[src/rtl/seven_segment_pkg.sv]
// Shared seven-segment definitions.
// Active-low pattern table used by both encoder and capture decoder.
package seven_segment_pkg;

  localparam int SEG_WIDTH = 7;

  localparam logic [SEG_WIDTH-1:0] SEG_BLANK = 7'h7F;

  localparam logic [SEG_WIDTH-1:0] SEG_TABLE [16] = '{
    7'h01, 7'h4F, 7'h12, 7'h06,
    7'h4C, 7'h24, 7'h20, 7'h0F,
    7'h00, 7'h04, 7'h08, 7'h60,
    7'h31, 7'h42, 7'h30, 7'h38
  };

  typedef enum logic [1:0] {
    ST_IDLE,
    ST_SETTLING,
    ST_STABLE
  } cap_state_e;

endpackage

[src/rtl/seven_segment_pattern_lookup.sv]
// Segment pattern lookup.
// Maps an active-low pattern back to its hex nibble.
module seven_segment_pattern_lookup
  import seven_segment_pkg::*;
(
  input  logic [SEG_WIDTH-1:0] pattern,
  output logic                 hit,
  output logic                 blank,
  output logic [3:0]           nibble
);

  // search the shared table for a matching digit
  always_comb begin
    hit    = 1'b0;
    nibble = 4'h0;
    for (int i = 0; i < 16; i++) begin
      if (pattern == SEG_TABLE[i]) begin
        hit    = 1'b1;
        nibble = 4'(i);
      end
    end
  end

  assign blank = (pattern == SEG_BLANK);

endmodule

[src/rtl/seven_segment_capture_decoder.sv]
// Seven-segment capture decoder.
// Synchronises segment lines, qualifies stability, decodes.
module seven_segment_capture_decoder
  import seven_segment_pkg::*;
#(
  parameter int STABLE_CYCLES = 4,
  parameter bit ACTIVE_LOW    = 1'b1
) (
  input  logic       i_Clk,
  input  logic       i_Reset,
  input  logic       i_Segment_A,
  input  logic       i_Segment_B,
  input  logic       i_Segment_C,
  input  logic       i_Segment_D,
  input  logic       i_Segment_E,
  input  logic       i_Segment_F,
  input  logic       i_Segment_G,
  output logic [3:0] o_Nibble,
  output logic       o_Valid,
  output logic       o_Blank,
  output logic       o_Error,
  output logic       o_Change_Pulse,
  output logic       o_Settling
);

  localparam int CW = $clog2(STABLE_CYCLES + 1);

  logic [SEG_WIDTH-1:0] raw;
  logic [SEG_WIDTH-1:0] pins;
  logic [SEG_WIDTH-1:0] sync1_q;
  logic [SEG_WIDTH-1:0] sync2_q;
  logic [SEG_WIDTH-1:0] prev_q;
  cap_state_e           state_q;
  cap_state_e           state_d;
  logic [CW-1:0]        cnt_q;
  logic [CW-1:0]        cnt_d;
  logic                 dec;
  logic                 lk_hit;
  logic                 lk_blank;
  logic [3:0]           lk_nibble;
  logic                 same;

  assign raw = {i_Segment_A, i_Segment_B, i_Segment_C,
                i_Segment_D, i_Segment_E, i_Segment_F,
                i_Segment_G};

  assign pins = ACTIVE_LOW ? raw : ~raw;
  assign same = (sync2_q == prev_q);

  seven_segment_pattern_lookup u_lookup (
    .pattern (sync2_q),
    .hit     (lk_hit),
    .blank   (lk_blank),
    .nibble  (lk_nibble)
  );

  // two-flop synchroniser plus previous-sample register
  always_ff @(posedge i_Clk) begin
    if (i_Reset) begin
      sync1_q <= SEG_BLANK;
      sync2_q <= SEG_BLANK;
      prev_q  <= SEG_BLANK;
    end else begin
      sync1_q <= pins;
      sync2_q <= sync1_q;
      prev_q  <= sync2_q;
    end
  end

  // qualification state and stability counter
  always_ff @(posedge i_Clk) begin
    if (i_Reset) begin
      state_q <= ST_IDLE;
      cnt_q   <= '0;
    end else begin
      state_q <= state_d;
      cnt_q   <= cnt_d;
    end
  end

  // next state: decode on the edge the count reaches its threshold
  always_comb begin
    state_d = state_q;
    cnt_d   = cnt_q;
    dec     = 1'b0;
    unique case (state_q)
      ST_IDLE: begin
        state_d = ST_SETTLING;
        cnt_d   = '0;
      end
      ST_SETTLING: begin
        if (!same) begin
          cnt_d = '0;
        end else if (int'(cnt_q) + 2 >= STABLE_CYCLES) begin
          dec     = 1'b1;
          state_d = ST_STABLE;
          cnt_d   = '0;
        end else begin
          cnt_d = cnt_q + 1'b1;
        end
      end
      ST_STABLE: begin
        if (!same) begin
          state_d = ST_SETTLING;
          cnt_d   = '0;
        end
      end
      default: begin
        state_d = ST_IDLE;
        cnt_d   = '0;
      end
    endcase
  end

  // status outputs update only on a decode
  always_ff @(posedge i_Clk) begin
    if (i_Reset) begin
      o_Nibble       <= 4'h0;
      o_Valid        <= 1'b0;
      o_Blank        <= 1'b0;
      o_Error        <= 1'b0;
      o_Change_Pulse <= 1'b0;
    end else begin
      o_Change_Pulse <= 1'b0;
      if (dec) begin
        if (lk_hit) begin
          o_Nibble       <= lk_nibble;
          o_Valid        <= 1'b1;
          o_Blank        <= 1'b0;
          o_Error        <= 1'b0;
          o_Change_Pulse <= !o_Valid || (o_Nibble != lk_nibble);
        end else if (lk_blank) begin
          o_Valid <= 1'b0;
          o_Blank <= 1'b1;
          o_Error <= 1'b0;
        end else begin
          o_Valid <= 1'b0;
          o_Blank <= 1'b0;
          o_Error <= 1'b1;
        end
      end
    end
  end

  assign o_Settling = (state_q == ST_SETTLING);

endmodule

[config.mk]
export PLATFORM = sky130hd
export DESIGN_NAME = seven_segment_capture_decoder
export DESIGN_NICKNAME = d
export VERILOG_FILES = /design/src/rtl/seven_segment_pkg.sv /design/src/rtl/seven_segment_pattern_lookup.sv /design/src/rtl/seven_segment_capture_decoder.sv
export SDC_FILE = /design/constraint.sdc
export NUM_CORES = 1
export LEC_CHECK = 0
export CAP_MARGIN = 30
export CELL_PAD_IN_SITES_DETAIL_PLACEMENT = 2
export CELL_PAD_IN_SITES_GLOBAL_PLACEMENT = 2
export CORE_UTILIZATION = 35
export DETAILED_ROUTE_END_ITERATION = 16
export PLACE_DENSITY = 0.78
export SLEW_MARGIN = 20
export SYNTH_ARGS = -nofsm -noshare
export SYNTH_HDL_FRONTEND = slang
export SYNTH_SLANG_ARGS = --single-unit
[constraint.sdc]
create_clock -name i_Clk -period 2.1 [get_ports i_Clk]
set_input_delay 0.525 -clock i_Clk [delete_from_list [all_inputs] [get_ports i_Clk]]
set_output_delay 0.525 -clock i_Clk [all_outputs]
set_load 0.02 [all_outputs]
# [Yosys cells after proc, flatten, opt, wreduce, memory -nomap -nowiden]
# Index checks and enable logic that the tools add are counted.
[op_classes] add_sub_neg=2 magnitude_cmp=1 n_eq_ne=23 n_mux=47 bitwise_logic=2 n_reduce_logical=7
[op_table] cell="7-bit by 6-bit equality test with 1-bit output, second input constant" count=5
[op_table] cell="7-bit equality test, second input constant" count=5
[op_table] cell="4-bit two-way mux" count=8
[op_table] cell="1-bit two-way mux" count=25
[op_table] cell="3-bit two-way mux" count=7
[op_table] cell="7-bit by 3-bit equality test with 1-bit output, second input constant" count=2
[op_table] cell="7-bit by 4-bit equality test with 1-bit output, second input constant" count=2
[op_table] cell="2-bit two-way mux" count=5
[op_table] cell="7-bit by 1-bit equality test with 1-bit output, second input constant" count=1
[op_table] cell="7-bit by 5-bit equality test with 1-bit output, second input constant" count=1
[op_table] cell="7-bit equality test" count=1
[op_table] cell="7-bit logical NOT" count=1
[op_table] cell="2-bit case mux with 3 select lines" count=1
[op_table] cell="3-bit case mux with 2 select lines" count=1
[op_table] cell="3-bit by 2-bit adder with 4-bit output, second input constant" count=1
[op_table] cell="4-bit by 3-bit greater-or-equal comparator with 1-bit output, second input constant" count=1
[op_table] cell="2-bit by 1-bit != test with 1-bit output, second input constant" count=2
[op_table] cell="4-bit != test" count=1
[op_table] cell="3-bit by 1-bit adder with 3-bit output, second input constant" count=1
[op_table] cell="3-bit AND reduction" count=1
[op_table] cell="3-bit OR reduction" count=1
[op_table] cell="2-bit by 1-bit equality test with 1-bit output, second input constant" count=1
[op_table] cell="2-bit equality test, second input constant" count=1
[op_table] cell="2-bit logical NOT" count=1
[op_table] cell="5 further kinds" count=6
[word_totals] ff_bits=34 input_bits=9 wordCells=92

# [Depth between registers and ports, before layout]
[depth] depth_word=19 mapped_depth=7 depth_no_buf=5

# [Hierarchy]
# Synthesis repeated with hierarchy kept, for this count alone.
[hier_totals] hier_cells=178 hier_area_um2=1666.6
[by_module_without_submodules] mod="seven_segment_capture_decoder" instances=1 cells_per_inst=124 area_per_inst_um2=1260.0
[by_module_without_submodules] mod="seven_segment_pattern_lookup" instances=1 cells_per_inst=54 area_per_inst_um2=406.6

# [Least setup slack after synthesis]
# OpenSTA, ideal clock, no wires.
[synth_path] path_type="register to register" from="register sync2_q[6]" to="register o_Change_Pulse" arrival_time_ps=1644 required_time_ps=1967 slack_ps=323 path_stages_with_launch=7 n_path_buf=1 synth_period_minus_slack_ps=1777 path_cell_list="dfxtp_1 -> buf_6 -> or3_4 -> or3_4 -> a31oi_1 -> o311a_1 -> a41oi_2"
[synth_between] elab_chain_cells=19 elab_cells_between_ends=55
[synth_rtl] element="start: declaration" line_no="seven_segment_capture_decoder.sv:31" text="logic [SEG_WIDTH-1:0] sync2_q;"
[synth_rtl] element="start signal: assignment" line_no="seven_segment_capture_decoder.sv:65" text="sync2_q <= sync1_q;"
[synth_rtl] element="7-bit by 1-bit equality test with 1-bit output" line_no="seven_segment_pattern_lookup.sv:17" text="if (pattern == SEG_TABLE[i]) begin"
[synth_rtl] element="1-bit two-way mux (16 in a row)" line_no="seven_segment_pattern_lookup.sv:17"
[synth_rtl] element="1-bit NOT (no line)"
[synth_rtl] element="3-bit OR reduction (no line)"
[synth_rtl] element="end signal: assignment" line_no="seven_segment_capture_decoder.sv:131" text="o_Change_Pulse <= !o_Valid || (o_Nibble != lk_nibble);"
[synth_rtl] element="end: declaration" line_no="seven_segment_capture_decoder.sv:22" text="output logic o_Change_Pulse,"
# Several ways; a longest one is shown, not always the timed one.
# A chain may end at the register's enable or synchronous reset.

# [Worst setup path in the final report]
[layout_path] from="register sync2_q[3]" to="register o_Change_Pulse"
# The elaborated chain is that of the path after synthesis.

==> impl_metrics.tcl <==
set metrics [dict create \
    fp.dieH_um 71.0 \
    rows 24 \
    netlist_top_cells_count "34 x dfxtp_1, 21 x or2_2, 10 x nand2_1, 10 x nor2_1" \
    drcViolationCount 0 \
    drive_above_1_share_pct 26.8 \
    synth_top_area_share_pct 40.9 \
    p_leak_nw 0.702 \
    maxSlewViolCount 0 \
    cp-start-kind "flip-flop" \
    required_ns 2.26 \
    gr-total-overflow 0 \
    end_kind "flip-flop" \
    post_cts_buffers 0 \
    cts_tree "done" \
    via_per_inst 5.50 \
    critPathKind "reg -> reg" \
    dieArea_mm2 0.00504 \
    antenna_found_initial 0 \
    setup_tns_ns 0 \
    clk_pin_slew_ns 0.07 \
    grt_pass1_vias 1446 \
    grtUsageTotal_pct 18.5 \
    ys_types 51 \
    clk_latency_ns 0.28 \
    yosysWarnings 0 \
    dp_worst_setup_slack_ns 0.0239 \
    crit_arrival_ns 2.12 \
    syn_avg_cell_area_um2 9.63 \
    cp_max_fo 9 \
    cts.sinks 34 \
    dp_cells 238 \
    timing.final.crit_period_ns 1.96 \
    gp_congestion 0.843 \
    die_w_um 71.0 \
    p_per_area_mw_per_mm2 643 \
    layout_setup_ws_ns 0.145 \
    start_util_pct 37.2 \
    yosys-top-cells-area "dfxtp_1 41%, or2_2 7.9%, xor2_1 4.2%, mux2i_1 3.0%, buf_2 2.4%" \
    hold_class "reg -> reg" \
    rsz0062_at_grt "no" \
    status "finished clean" \
    ctsHoldBuffers 0 \
    ys.flop_type "dfxtp_1" \
    synth_edf_count 0 \
    tightest_slew_ns 0.500 \
    max_freq_ghz 0.511 \
    grt_pass1_wl_mm 7.15 \
    dpl.hpwl_mm 3.32 \
    first_iter_violations 36 \
    htreeDepth 2 \
    port-buffer-count 17 \
    final_nets 203 \
    setup_viol 0 \
    netlist_instances 173 \
    slew_headroom_pct 66.6 \
    syn_nets 183 \
    root_buffer "clkbuf_8" \
    skew_ns 0.00181 \
    layout.cells.non_filler 246 \
    drtAntennaViolNets 0 \
    wirelength_mm 4.35 \
    holdWs_ns 0.413 \
    cts_buffers 5 \
    post-route-util_pct 45.1 \
    clockBufferDepth 2 \
    finalHoldViolations 0 \
    num-fill-cells 477 \
    async_flop_share_pct 0 \
    synth_area_mm2 0.00167 \
    synth_seq_cells 34 \
    num_vias 1354 \
    wl_per_cell_um 17.7 \
    peakVddDrop_mv 0.421 \
    period_share_pct 93.1 \
    maxCapViolCount 0 \
    area_growth_pct 21.0 \
    grt_max_degree 23 \
    first_pass_iters 4 \
    yosys.area.top_type "dfxtp_1" \
    io_pins 18 \
    yosysSeqAreaShare_pct 40.9 \
    core_area_mm2 0.00447 \
    synth.most_common_cell "dfxtp_1" \
    antennaDiodeCount 0 \
]
## through the flow
stage | power [W] | cell area [µm²]
floorplan | 0.000760 | 1670
global placement | 0.000797 | 1910
detailed placement | 0.000805 | 1910
CTS | 0.00132 | 2010
global route | 0.00135 | 2020
finish | 0.00130 | 2020
## timing repair
action / in CTS / in global routing
pin swaps: 0 / 0
resized for setup: 1 / 3
endpoints found under the setup margin: 2 / 6
## path summary, 6_finish.rpt
check,endpoint,slack (ns),start,cells after the start
max reg2reg,o_Change_Pulse,0.14,sync2_q[3],5
min reg2reg,sync2_q[1],0.41,sync1_q[1],1
min,sync2_q[1],0.41,sync1_q[1],1
max,o_Change_Pulse,0.14,sync2_q[3],5
## worst max-delay path, stage by stage, from the launching register on
cell     delay (ns)
dfxtp_1        0.41
or4b_1         0.61
or3_4          0.38
nand4_2        0.14
xnor2_1        0.16
a41oi_2        0.13
## layer usage
| metal | track usage (%) | wire [µm] | up-vias |
|---|---|---|---|
| met1 | 23.1 | 1960 | 674 |
| met5 | 0 | 0 | - |
| met3 | 3.42 | 117 | 6 |
| li1 | - | - | 650 |
| met4 | 5.56 | 72 | 0 |
| met2 | 32.6 | 2190 | 24 |
## registers in the layout, summed over array words and instances, names as in the netlist
register / cells
o_Blank: 1
sync1_q: 7
sync2_q: 7
o_Valid: 1
o_Error: 1
prev_q: 7
cnt_q: 3
o_Nibble: 4
o_Change_Pulse: 1
state_q: 2
## power by group
group	internal [W]	switching (W)	leakage (nW)	total [W]
registers	0.000663	0.0000214	0.277	0.000685
clock network	0.000263	0.000243	0.0472	0.000506
logic	0.0000549	0.0000504	0.377	0.000105
total	0.000982	0.000314	0.702	0.00130
## placed cells by master (no fill, tap or decap), types with 4 or more instances in the layout
master / Yosys / routed
xnor2_1: 4 / 4
nand2_1: 10 / 10
mux2i_1: 5 / 5
or2_2: 21 / 21
xor2_1: 8 / 8
buf_4: 0 / 8
clkdlybuf4s50_1: 0 / 16
clkbuf_8: 0 / 6
nor3_1: 4 / 4
dfxtp_1: 34 / 31
nor2_1: 10 / 10
nor2b_1: 4 / 4
and2_1: 4 / 4
## area by class of cell
type | count | area, µm² | area share, %
Sequential cell | 34 | 684 | 34.0
Multi-Input combinational cell | 125 | 915 | 45.4
Timing Repair Buffer | 26 | 253 | 12.5
Clock inverter | 2 | 12.5 | 0.621
Clock buffer | 6 | 82.6 | 4.10
Inverter | 1 | 3.75 | 0.186
Tap cell | 52 | 65.1 | 3.23
## cell families after synthesis
logic type | Yosys count | synth area share (%)
and+or+nand+nor | 81 | 30.8
AOI/OAI and AO/OA | 26 | 14.0
xor gates and xnor gates | 12 | 6.31
buffers and inverters | 14 | 4.21
muxes | 5 | 3.01
adders and majority gates | 1 | 0.751
DFF | 34 | 40.9
Power figures use the tool's default switching activity.
